[src/rtl/conv_pkg.sv]
// Shared types for the streaming 3x3 convolution datapath: sequencer state
// encoding and the per-window image-edge flags consumed by the MAC stage.
package conv_pkg;

    localparam int KERNEL_DIM = 3;

    typedef enum logic [1:0] {
        IDLE  = 2'd0,
        FILL  = 2'd1,
        RUN   = 2'd2,
        FLUSH = 2'd3
    } seq_state_e;

    typedef struct packed {
        logic top;
        logic bottom;
        logic left;
        logic right;
    } edge_t;

endpackage

[src/rtl/conv_pos_cnt.sv]
// Raster (row,col) position counter against captured frame limits; col wraps
// at col_max_i and bumps row, row wraps at row_max_i.
module conv_pos_cnt #(
    parameter int WW = 11,
    parameter int HW = 11
) (
    input  logic          clk,
    input  logic          arst,
    input  logic          clr_i,
    input  logic          inc_i,
    input  logic [WW-1:0] col_max_i,
    input  logic [HW-1:0] row_max_i,
    output logic [HW-1:0] row_o,
    output logic [WW-1:0] col_o,
    output logic          first_col_o,
    output logic          last_col_o,
    output logic          first_row_o,
    output logic          last_row_o
);

    logic [HW-1:0] row_q, row_d;
    logic [WW-1:0] col_q, col_d;

    always_comb begin
        row_d = row_q;
        col_d = col_q;
        if (clr_i) begin
            row_d = '0;
            col_d = '0;
        end else if (inc_i) begin
            if (col_q == col_max_i) begin
                col_d = '0;
                row_d = (row_q == row_max_i) ? '0 : row_q + HW'(1);
            end else begin
                col_d = col_q + WW'(1);
            end
        end
    end

    always_ff @(posedge clk or posedge arst) begin
        if (arst) begin
            row_q <= '0;
            col_q <= '0;
        end else begin
            row_q <= row_d;
            col_q <= col_d;
        end
    end

    assign row_o       = row_q;
    assign col_o       = col_q;
    assign first_col_o = (col_q == '0);
    assign last_col_o  = (col_q == col_max_i);
    assign first_row_o = (row_q == '0);
    assign last_row_o  = (row_q == row_max_i);

endmodule

[src/rtl/conv_window_sequencer.sv]
// Frame scheduler for the 3x3 convolution: fills the line buffers, then emits
// one window event per pixel (in order, 1:1 with inputs) and drains at frame end.
module conv_window_sequencer
    import conv_pkg::*;
#(
    parameter  int W_MAX = 1024,
    parameter  int H_MAX = 1024,
    localparam int WW    = $clog2(W_MAX + 1),
    localparam int HW    = $clog2(H_MAX + 1)
) (
    input  logic          clk,
    input  logic          arst,
    input  logic          start,
    input  logic [WW-1:0] cfg_width,
    input  logic [HW-1:0] cfg_height,
    output logic          busy,
    output logic          cfg_err,
    output logic          done,
    input  logic          in_vld,
    output logic          in_rdy,
    output logic          in_push,
    output logic          out_vld,
    input  logic          out_rdy,
    output logic [HW-1:0] out_row,
    output logic [WW-1:0] out_col,
    output logic [3:0]    out_edge
);

    function automatic logic cfg_ok(input logic [WW-1:0] w, input logic [HW-1:0] h);
        return (w >= WW'(2)) && (w <= WW'(W_MAX)) && (h >= HW'(2)) && (h <= HW'(H_MAX));
    endfunction

    seq_state_e    state_q, state_d;
    logic [WW-1:0] cfg_w_q, cfg_w_d;
    logic [HW-1:0] cfg_h_q, cfg_h_d;
    logic [WW-1:0] fill_q, fill_d;
    logic          cfg_err_q, cfg_err_d;
    logic          out_vld_q, out_vld_d;
    logic [HW-1:0] out_row_q, out_row_d;
    logic [WW-1:0] out_col_q, out_col_d;
    edge_t         out_edge_q, out_edge_d;

    logic          free, start_ok, in_last, last_shown, final_hs, out_adv;
    logic [WW-1:0] col_max;
    logic [HW-1:0] row_max;

    logic [HW-1:0] in_row_unused;
    logic [WW-1:0] in_col_unused;
    logic          in_first_row_unused, in_first_col_unused;
    logic          in_last_row, in_last_col;

    logic [HW-1:0] o_row;
    logic [WW-1:0] o_col;
    logic          o_first_row, o_last_row, o_first_col, o_last_col;

    assign col_max    = cfg_w_q - WW'(1);
    assign row_max    = cfg_h_q - HW'(1);
    assign free       = !out_vld_q || out_rdy;
    assign in_rdy     = (state_q == FILL) || ((state_q == RUN) && free);
    assign in_push    = in_vld && in_rdy;
    assign start_ok   = (state_q == IDLE) && start && cfg_ok(cfg_width, cfg_height);
    assign in_last    = in_last_row && in_last_col;
    // The bottom-right window is always the last one of the frame.
    assign last_shown = out_vld_q && out_edge_q.bottom && out_edge_q.right;
    assign final_hs   = (state_q == FLUSH) && last_shown && out_rdy;
    assign out_adv    = ((state_q == RUN) && in_push) ||
                        ((state_q == FLUSH) && free && !last_shown);

    conv_pos_cnt #(.WW(WW), .HW(HW)) u_in_pos (
        .clk         (clk),
        .arst        (arst),
        .clr_i       (start_ok),
        .inc_i       (in_push),
        .col_max_i   (col_max),
        .row_max_i   (row_max),
        .row_o       (in_row_unused),
        .col_o       (in_col_unused),
        .first_col_o (in_first_col_unused),
        .last_col_o  (in_last_col),
        .first_row_o (in_first_row_unused),
        .last_row_o  (in_last_row)
    );

    conv_pos_cnt #(.WW(WW), .HW(HW)) u_out_pos (
        .clk         (clk),
        .arst        (arst),
        .clr_i       (start_ok),
        .inc_i       (out_adv),
        .col_max_i   (col_max),
        .row_max_i   (row_max),
        .row_o       (o_row),
        .col_o       (o_col),
        .first_col_o (o_first_col),
        .last_col_o  (o_last_col),
        .first_row_o (o_first_row),
        .last_row_o  (o_last_row)
    );

    always_comb begin
        state_d   = state_q;
        cfg_w_d   = cfg_w_q;
        cfg_h_d   = cfg_h_q;
        fill_d    = fill_q;
        cfg_err_d = 1'b0;
        case (state_q)
            IDLE: begin
                if (start) begin
                    if (cfg_ok(cfg_width, cfg_height)) begin
                        state_d = FILL;
                        cfg_w_d = cfg_width;
                        cfg_h_d = cfg_height;
                        fill_d  = '0;
                    end else begin
                        cfg_err_d = 1'b1;
                    end
                end
            end
            // One full row plus one pixel must be buffered before the first window.
            FILL: begin
                if (in_push) begin
                    if (fill_q == cfg_w_q) state_d = RUN;
                    else                   fill_d  = fill_q + WW'(1);
                end
            end
            RUN: begin
                if (in_push && in_last) state_d = FLUSH;
            end
            FLUSH: begin
                if (final_hs) state_d = IDLE;
            end
            default: state_d = IDLE;
        endcase
    end

    always_comb begin
        out_vld_d  = out_vld_q;
        out_row_d  = out_row_q;
        out_col_d  = out_col_q;
        out_edge_d = out_edge_q;
        if (out_adv) begin
            out_vld_d  = 1'b1;
            out_row_d  = o_row;
            out_col_d  = o_col;
            out_edge_d = '{top: o_first_row, bottom: o_last_row,
                           left: o_first_col, right: o_last_col};
        end else if (out_rdy) begin
            out_vld_d = 1'b0;
        end
    end

    always_ff @(posedge clk or posedge arst) begin
        if (arst) begin
            state_q    <= IDLE;
            cfg_w_q    <= '0;
            cfg_h_q    <= '0;
            fill_q     <= '0;
            cfg_err_q  <= 1'b0;
            out_vld_q  <= 1'b0;
            out_row_q  <= '0;
            out_col_q  <= '0;
            out_edge_q <= '0;
        end else begin
            state_q    <= state_d;
            cfg_w_q    <= cfg_w_d;
            cfg_h_q    <= cfg_h_d;
            fill_q     <= fill_d;
            cfg_err_q  <= cfg_err_d;
            out_vld_q  <= out_vld_d;
            out_row_q  <= out_row_d;
            out_col_q  <= out_col_d;
            out_edge_q <= out_edge_d;
        end
    end

    assign busy     = (state_q != IDLE);
    assign cfg_err  = cfg_err_q;
    assign done     = final_hs;
    assign out_vld  = out_vld_q;
    assign out_row  = out_row_q;
    assign out_col  = out_col_q;
    assign out_edge = out_edge_q;

endmodule

[config.mk]
export PLATFORM = sky130hd
export DESIGN_NAME = conv_window_sequencer
export DESIGN_NICKNAME = d
export VERILOG_FILES = /design/src/rtl/conv_pkg.sv /design/src/rtl/conv_pos_cnt.sv /design/src/rtl/conv_window_sequencer.sv
export SDC_FILE = /design/constraint.sdc
export NUM_CORES = 1
export LEC_CHECK = 0
export BUFFER_PORTS_ARGS = -buffer_cell sky130_fd_sc_hd__buf_2
export CAP_MARGIN = 20
export CORE_AREA = 4 4 136 138
export DETAILED_ROUTE_END_ITERATION = 7
export DIE_AREA = 0 0 140 142
export GPL_ROUTABILITY_DRIVEN = 1
export SYNTH_ARGS = -nofsm -noshare
export SYNTH_HDL_FRONTEND = slang
export SYNTH_SLANG_ARGS = --single-unit
export TNS_END_PERCENT = 1
[constraint.sdc]
create_clock -name clk -period 3.9 [get_ports clk]
set_input_delay 0.195 -clock clk [delete_from_list [all_inputs] [get_ports clk]]
set_output_delay 0.195 -clock clk [all_outputs]
set_load 0.02 [all_outputs]
# Yosys cells after proc, flatten, opt, wreduce, memory -nomap -nowiden
# Index checks and enable logic that the tools add are counted.
# op_classes
addsub	7
n_mul	0
div_mod_pow	0
n_lt_le_gt_ge	4
n_eq_ne	15
shifts	0
n_mux	31
bitwise_logic	0
reduce_logical	36
# op_table
operator	count
two-way mux 11 bit	18
adder 11 x 1 -> 11 bit, second input constant	5
== test 11 bit	5
greater-or-equal comparator 11 x 2 -> 1 bit, second input constant	2
<= comparator 11 bit, second input constant	2
logical NOT 11 bit	2
one-hot mux 11 bit (2 select lines)	1
subtractor 11 x 1 -> 11 bit, second input constant	2
logical AND 1 bit	16
nonzero test 2 bit	7
two-way mux 2 bit	6
inequality test 2 bit, second input constant	4
one-hot mux 2 bit (4 select lines)	1
inequality test 2 x 1 -> 1 bit, second input constant	3
AND reduction 6 bit	1
two-way mux 1 bit	5
AND reduction 5 bit	1
== test 2 bit, second input constant	2
AND reduction 2 bit	2
logical OR 1 bit	3
AND reduction 3 bit	1
== test 2 x 1 -> 1 bit, second input constant	1
logical NOT 1 bit	2
logical NOT 2 bit	1
# totals
ff_bits	107
latch_bits	0
ramBits	0
mem_bits_ro	0
input_bits	27
out_inout_bits	32
word_cells	109
memories	0

# Depth between registers and ports, before layout
# logic_depth
depth_word	9
ltp_mapped	12
ltp_nobuf	9

# Hierarchy
# A second synthesis with hierarchy kept.
# hier_totals
cells_unflattened	644
hier_area_um2	6368.6
# by_module_without_submodules
module	n_inst	cells_each	area_per_inst_um2	seq_area_each_um2
conv_window_sequencer	1	298	3250.6	1576.5
conv_pos_cnt	2	173	1559.0	550.5

# Worst setup path before layout
# No wires, ideal clock.
# synth_timing
path_kind	reg-to-reg
start	register cfg_w_q[0]
end	register u_out_pos.row_q[2], in the netlist u_out_pos.row_o[2]
setup_time_ns	0.087
arrival_time_ns	2.802
required_ns	3.813
slack_ns	1.011
path_stages_with_launch	13
n_path_buf	3
synth_period_minus_slack_ns	2.889
cell_sequence	dfrtp_1 buf_6 inv_1 ha_1 nor3b_1 buf_2 nand3_1 xnor2_1 or4_1 nor2_1 clkbuf_1 nand4_1 o211ai_1
# synth_via
elab_chain_cells	4
# synth_lines
item	line	rtl
start, declared	conv_window_sequencer.sv:34	logic [WW-1:0] cfg_w_q, cfg_w_d;
start signal, assigned	conv_window_sequencer.sv:164	cfg_w_q <= cfg_w_d;
subtractor 11 x 1 -> 11 bit	conv_window_sequencer.sv:56	assign col_max = cfg_w_q - WW'(1);
== test 11 bit	conv_pos_cnt.sv:31	if (col_q == col_max_i) begin
nonzero test 2 bit (no source line)	-	
AND reduction 2 bit (no source line)	-	
end signal, assigned	conv_pos_cnt.sv:45	row_q <= row_d;
end, declared	conv_pos_cnt.sv:21	logic [HW-1:0] row_q, row_d;
# Every way passes these cells.
# A chain may end at the register's enable or synchronous reset.

# Worst setup path after layout
# layout_timing
start	register cfg_w_q[2]
end	register u_in_pos.row_q[9], in the netlist u_in_pos.row_o[9]
# layout_via
elab_chain_cells	4
# layout_lines
item	line
subtractor 11 x 1 -> 11 bit	conv_window_sequencer.sv:56
== test 11 bit	conv_pos_cnt.sv:31
nonzero test 2 bit (no source line)	-
AND reduction 2 bit (no source line)	-
end signal, assigned	conv_pos_cnt.sv:45
end, declared	conv_pos_cnt.sv:21
# Every way passes these cells.

==> results.json <==
{
  "cts_tree": "done",
  "slew-limit-headroom": 0.508,
  "whs_ns": 0.0349,
  "final.min_clock_period_ns": 3.15,
  "cts_sinks": 107,
  "area_growth_pct": 11.6,
  "antenna_found_initial": 0,
  "setup_viol": 0,
  "power_mw": 4.77,
  "grt_pass1_wl_mm": 30.0,
  "synthFlopType": "dfrtp_1",
  "cp_data_arrival_time_ns": 3.44,
  "worst_slack_ns": 0.747,
  "initial_core_util": 0.397,
  "rsz0062_at_grt": "false",
  "cts-htree-levels": 3,
  "grt_use_met3": 0.0302,
  "rows": 48,
  "avgRoutedWirePerCell_um": 16.7,
  "drtIter0Drc": 431,
  "end_kind": "flip-flop",
  "synth_fa_ha_area_frac": 0.0257,
  "die_h_um": 142,
  "fin_skew_ns": 0.0106,
  "grt_max_degree": 50,
  "synth_seq_cells": 107,
  "antennaDiodeCount": 0,
  "crit_path_max_fanout": 16,
  "fin_tns_setup_ns": 0,
  "synth_top_family_by_area": "simple AND/OR/NAND/NOR gates",
  "globalplace.congestion": 0.856,
  "post_cts_buffers": 0,
  "required_ns": 4.18,
  "powerDensity_mw_per_mm2": 627,
  "grtUsageMet1": 0.239,
  "die_width_um": 140,
  "synth_xor_area_frac": 0.0914,
  "grt_use_met2": 0.316,
  "detailed_place_hpwl_mm": 12.9,
  "cp-start-kind": "flip-flop",
  "synthArstFlopShare": 1.00,
  "fmax_mhz": 317,
  "layout_common_cells": "nand2_1 (163), dfrtp_1 (107), buf_2 (58)",
  "grt_use_total": 0.184,
  "grt_pass1_vias": 5733,
  "avgSynthCellArea_sq_um": 8.27,
  "hold_viol": 0,
  "cts_made_buffers": 9,
  "synth-edff-count": 0,
  "overflow": 0,
  "synth_cell_type_count": 65,
  "ant_nets": 0,
  "synth_nets": 866,
  "dieArea_sq_mm": 0.0199,
  "synth_area_sq_mm": 0.00682,
  "worst_pin_slew_ns": 0.732,
  "num_vias": 6014,
  "maxCapViolations": 0,
  "drc_errors": 0,
  "period_share": 0.809,
  "dr.pass1.iters": 6,
  "drv_slew": 0,
  "clock_latency_ns": 0.36,
  "leakagePower_nw": 3.44,
  "fin_nets": 888,
  "pre_cts_ws_ns": 0.784,
  "ios": 59,
  "synth_compound_area_frac": 0.149,
  "worstSetupPathType": "flip-flop to flip-flop",
  "synth_cells": 825,
  "vdd.ir_drop.worst_mv": 0.338,
  "yosys.area_share.simple": 0.287,
  "ys_warn_count": 0,
  "run_status": "finished, final reports clean",
  "portBuffers": 58,
  "synthMuxAreaShare": 0.00459,
  "cts_buffer_depth": 2,
  "cts-root-buf": "clkbuf_16",
  "mostFrequentLayoutCell": "nand2_1",
  "wl_mm": 18.0,
  "post_cts_resized": 0,
  "clk_pin_slew_ns": 0.08,
  "busiest_layer": "met2",
  "via_per_inst": 5.58,
  "ys_seq_area_frac": 0.393,
  "drive_gt1_frac": 0.127,
  "hold_path.class": "input port to flip-flop",
  "core_area_sq_mm": 0.0172
}
-- kinds of logic after synthesis --
logic type | count (synthesis)
simple gates | 394
compound gates | 152
flops | 107
buf+inv | 87
xor+xnor | 68
fa+ha+maj | 14
mux | 3
-- repair_timing --
item	in CTS	in global routing
hold endpoints to repair	47	0
endpoints found under the setup margin	0	0
hold buffers	1	0
-- power breakdown --
group	total (mW)	leakage, nW	switching [mW]	internal [mW]
clock network	0.968	0.151	0.459	0.509
registers	1.75	1.43	0.420	1.33
logic	2.05	1.86	1.18	0.868
total	4.77	3.44	2.06	2.71
-- metal layers --
layer | wire [um] | vias up
met3 | 527 | 14
met1 | 8270 | 2959
li1 | - | 2935
met4 | 230 | 0
met2 | 8990 | 106
met5 | 0 | -
-- final timing paths --
| path | from | end | slack, ns | cells past startpoint |
|---|---|---|---|---|
| worst max-delay path | cfg_w_q[2] | u_in_pos.row_o[9] | 0.75 | 7 |
| worst min-delay path | cfg_width[9] | cfg_w_q[9] | 0.03 | 3 |
| worst max register to register | cfg_w_q[2] | u_in_pos.row_o[9] | 0.75 | 7 |
| worst min register to register | out_row[7] | out_row[7] | 0.47 | 2 |
| max in group asynchronous | arst | u_in_pos.col_o[0] | 2.57 | 4 |
| min in group asynchronous | arst | out_row[5] | 0.47 | 3 |
-- cell usage after synthesis (3+ instances only) --
| library cell | n | area, sq um |
|---|---|---|
| nand2_1 | 163 | 612 |
| xnor2_1 | 38 | 333 |
| dfrtp_1 | 107 | 2680 |
| ha_1 | 14 | 175 |
| nor2b_1 | 12 | 75.1 |
| o311ai_0 | 4 | 35.0 |
| and2_1 | 4 | 25.0 |
| nand4_1 | 27 | 169 |
| o2111ai_1 | 7 | 61.3 |
| a21o_1 | 4 | 30.0 |
| o31ai_1 | 5 | 37.5 |
| buf_2 | 5 | 25.0 |
| nor3b_1 | 3 | 22.5 |
| clkbuf_1 | 50 | 188 |
| buf_1 | 7 | 26.3 |
| o221ai_1 | 8 | 70.1 |
| nor4_1 | 16 | 100 |
| a31oi_1 | 6 | 37.5 |
| or3_1 | 7 | 43.8 |
| nor3_1 | 22 | 110 |
| nand4b_1 | 5 | 43.8 |
| nand3_1 | 34 | 170 |
| o22ai_1 | 3 | 18.8 |
| o21ai_0 | 49 | 245 |
| or2_2 | 7 | 43.8 |
| xor2_1 | 28 | 245 |
| o21a_1 | 7 | 52.6 |
| o211ai_1 | 14 | 105 |
| nor2_1 | 40 | 150 |
| or4_1 | 6 | 45.0 |
| nand2b_1 | 14 | 87.6 |
| inv_1 | 24 | 90.1 |
| and3_1 | 21 | 131 |
| a21oi_1 | 23 | 115 |
-- per-stage QoR --
step | utilization | std cells | cell area, sq um
3_5_place_dp | 0.422 | 1058 | 7250
6_report | 0.443 | 1077 | 7610
4_1_cts | 0.441 | 1075 | 7570
2_1_floorplan | - | 825 | 6820
3_3_place_gp | 0.422 | 1058 | 7250
5_1_grt | 0.443 | 1077 | 7610
-- cell type report --
cell class	count	area (sq um)
Clock buffer	9	225
Clock inverter	7	82.6
Fill cell	1723	9570
Inverter	24	92.6
Multi-Input combinational cell	631	3810
Sequential cell	107	2680
Tap cell	225	282
Timing Repair Buffer	74	437
-- state kept, by name, indices dropped and copies added (netlist names) --
| name | cells |
|---|---|
| out_edge | 4 |
| u_out_pos.row_o | 11 |
| cfg_w_q | 11 |
| out_row | 11 |
| u_in_pos.col_o | 11 |
| out_col | 11 |
| cfg_err | 1 |
| out_vld | 1 |
| u_out_pos.col_o | 11 |
| fill_q | 11 |
| state_q | 2 |
| u_in_pos.row_o | 11 |
| cfg_h_q | 11 |
-- critical path, stage by stage, from the launching register on --
cell,delay (ns)
dfrtp_1,0.50
or4_1,0.69
nor4_1,0.32
and4b_4,0.25
a221oi_4,0.35
nand3_4,0.24
or4_1,0.56
a21oi_1,0.15
(Power assumes the default switching activity.)
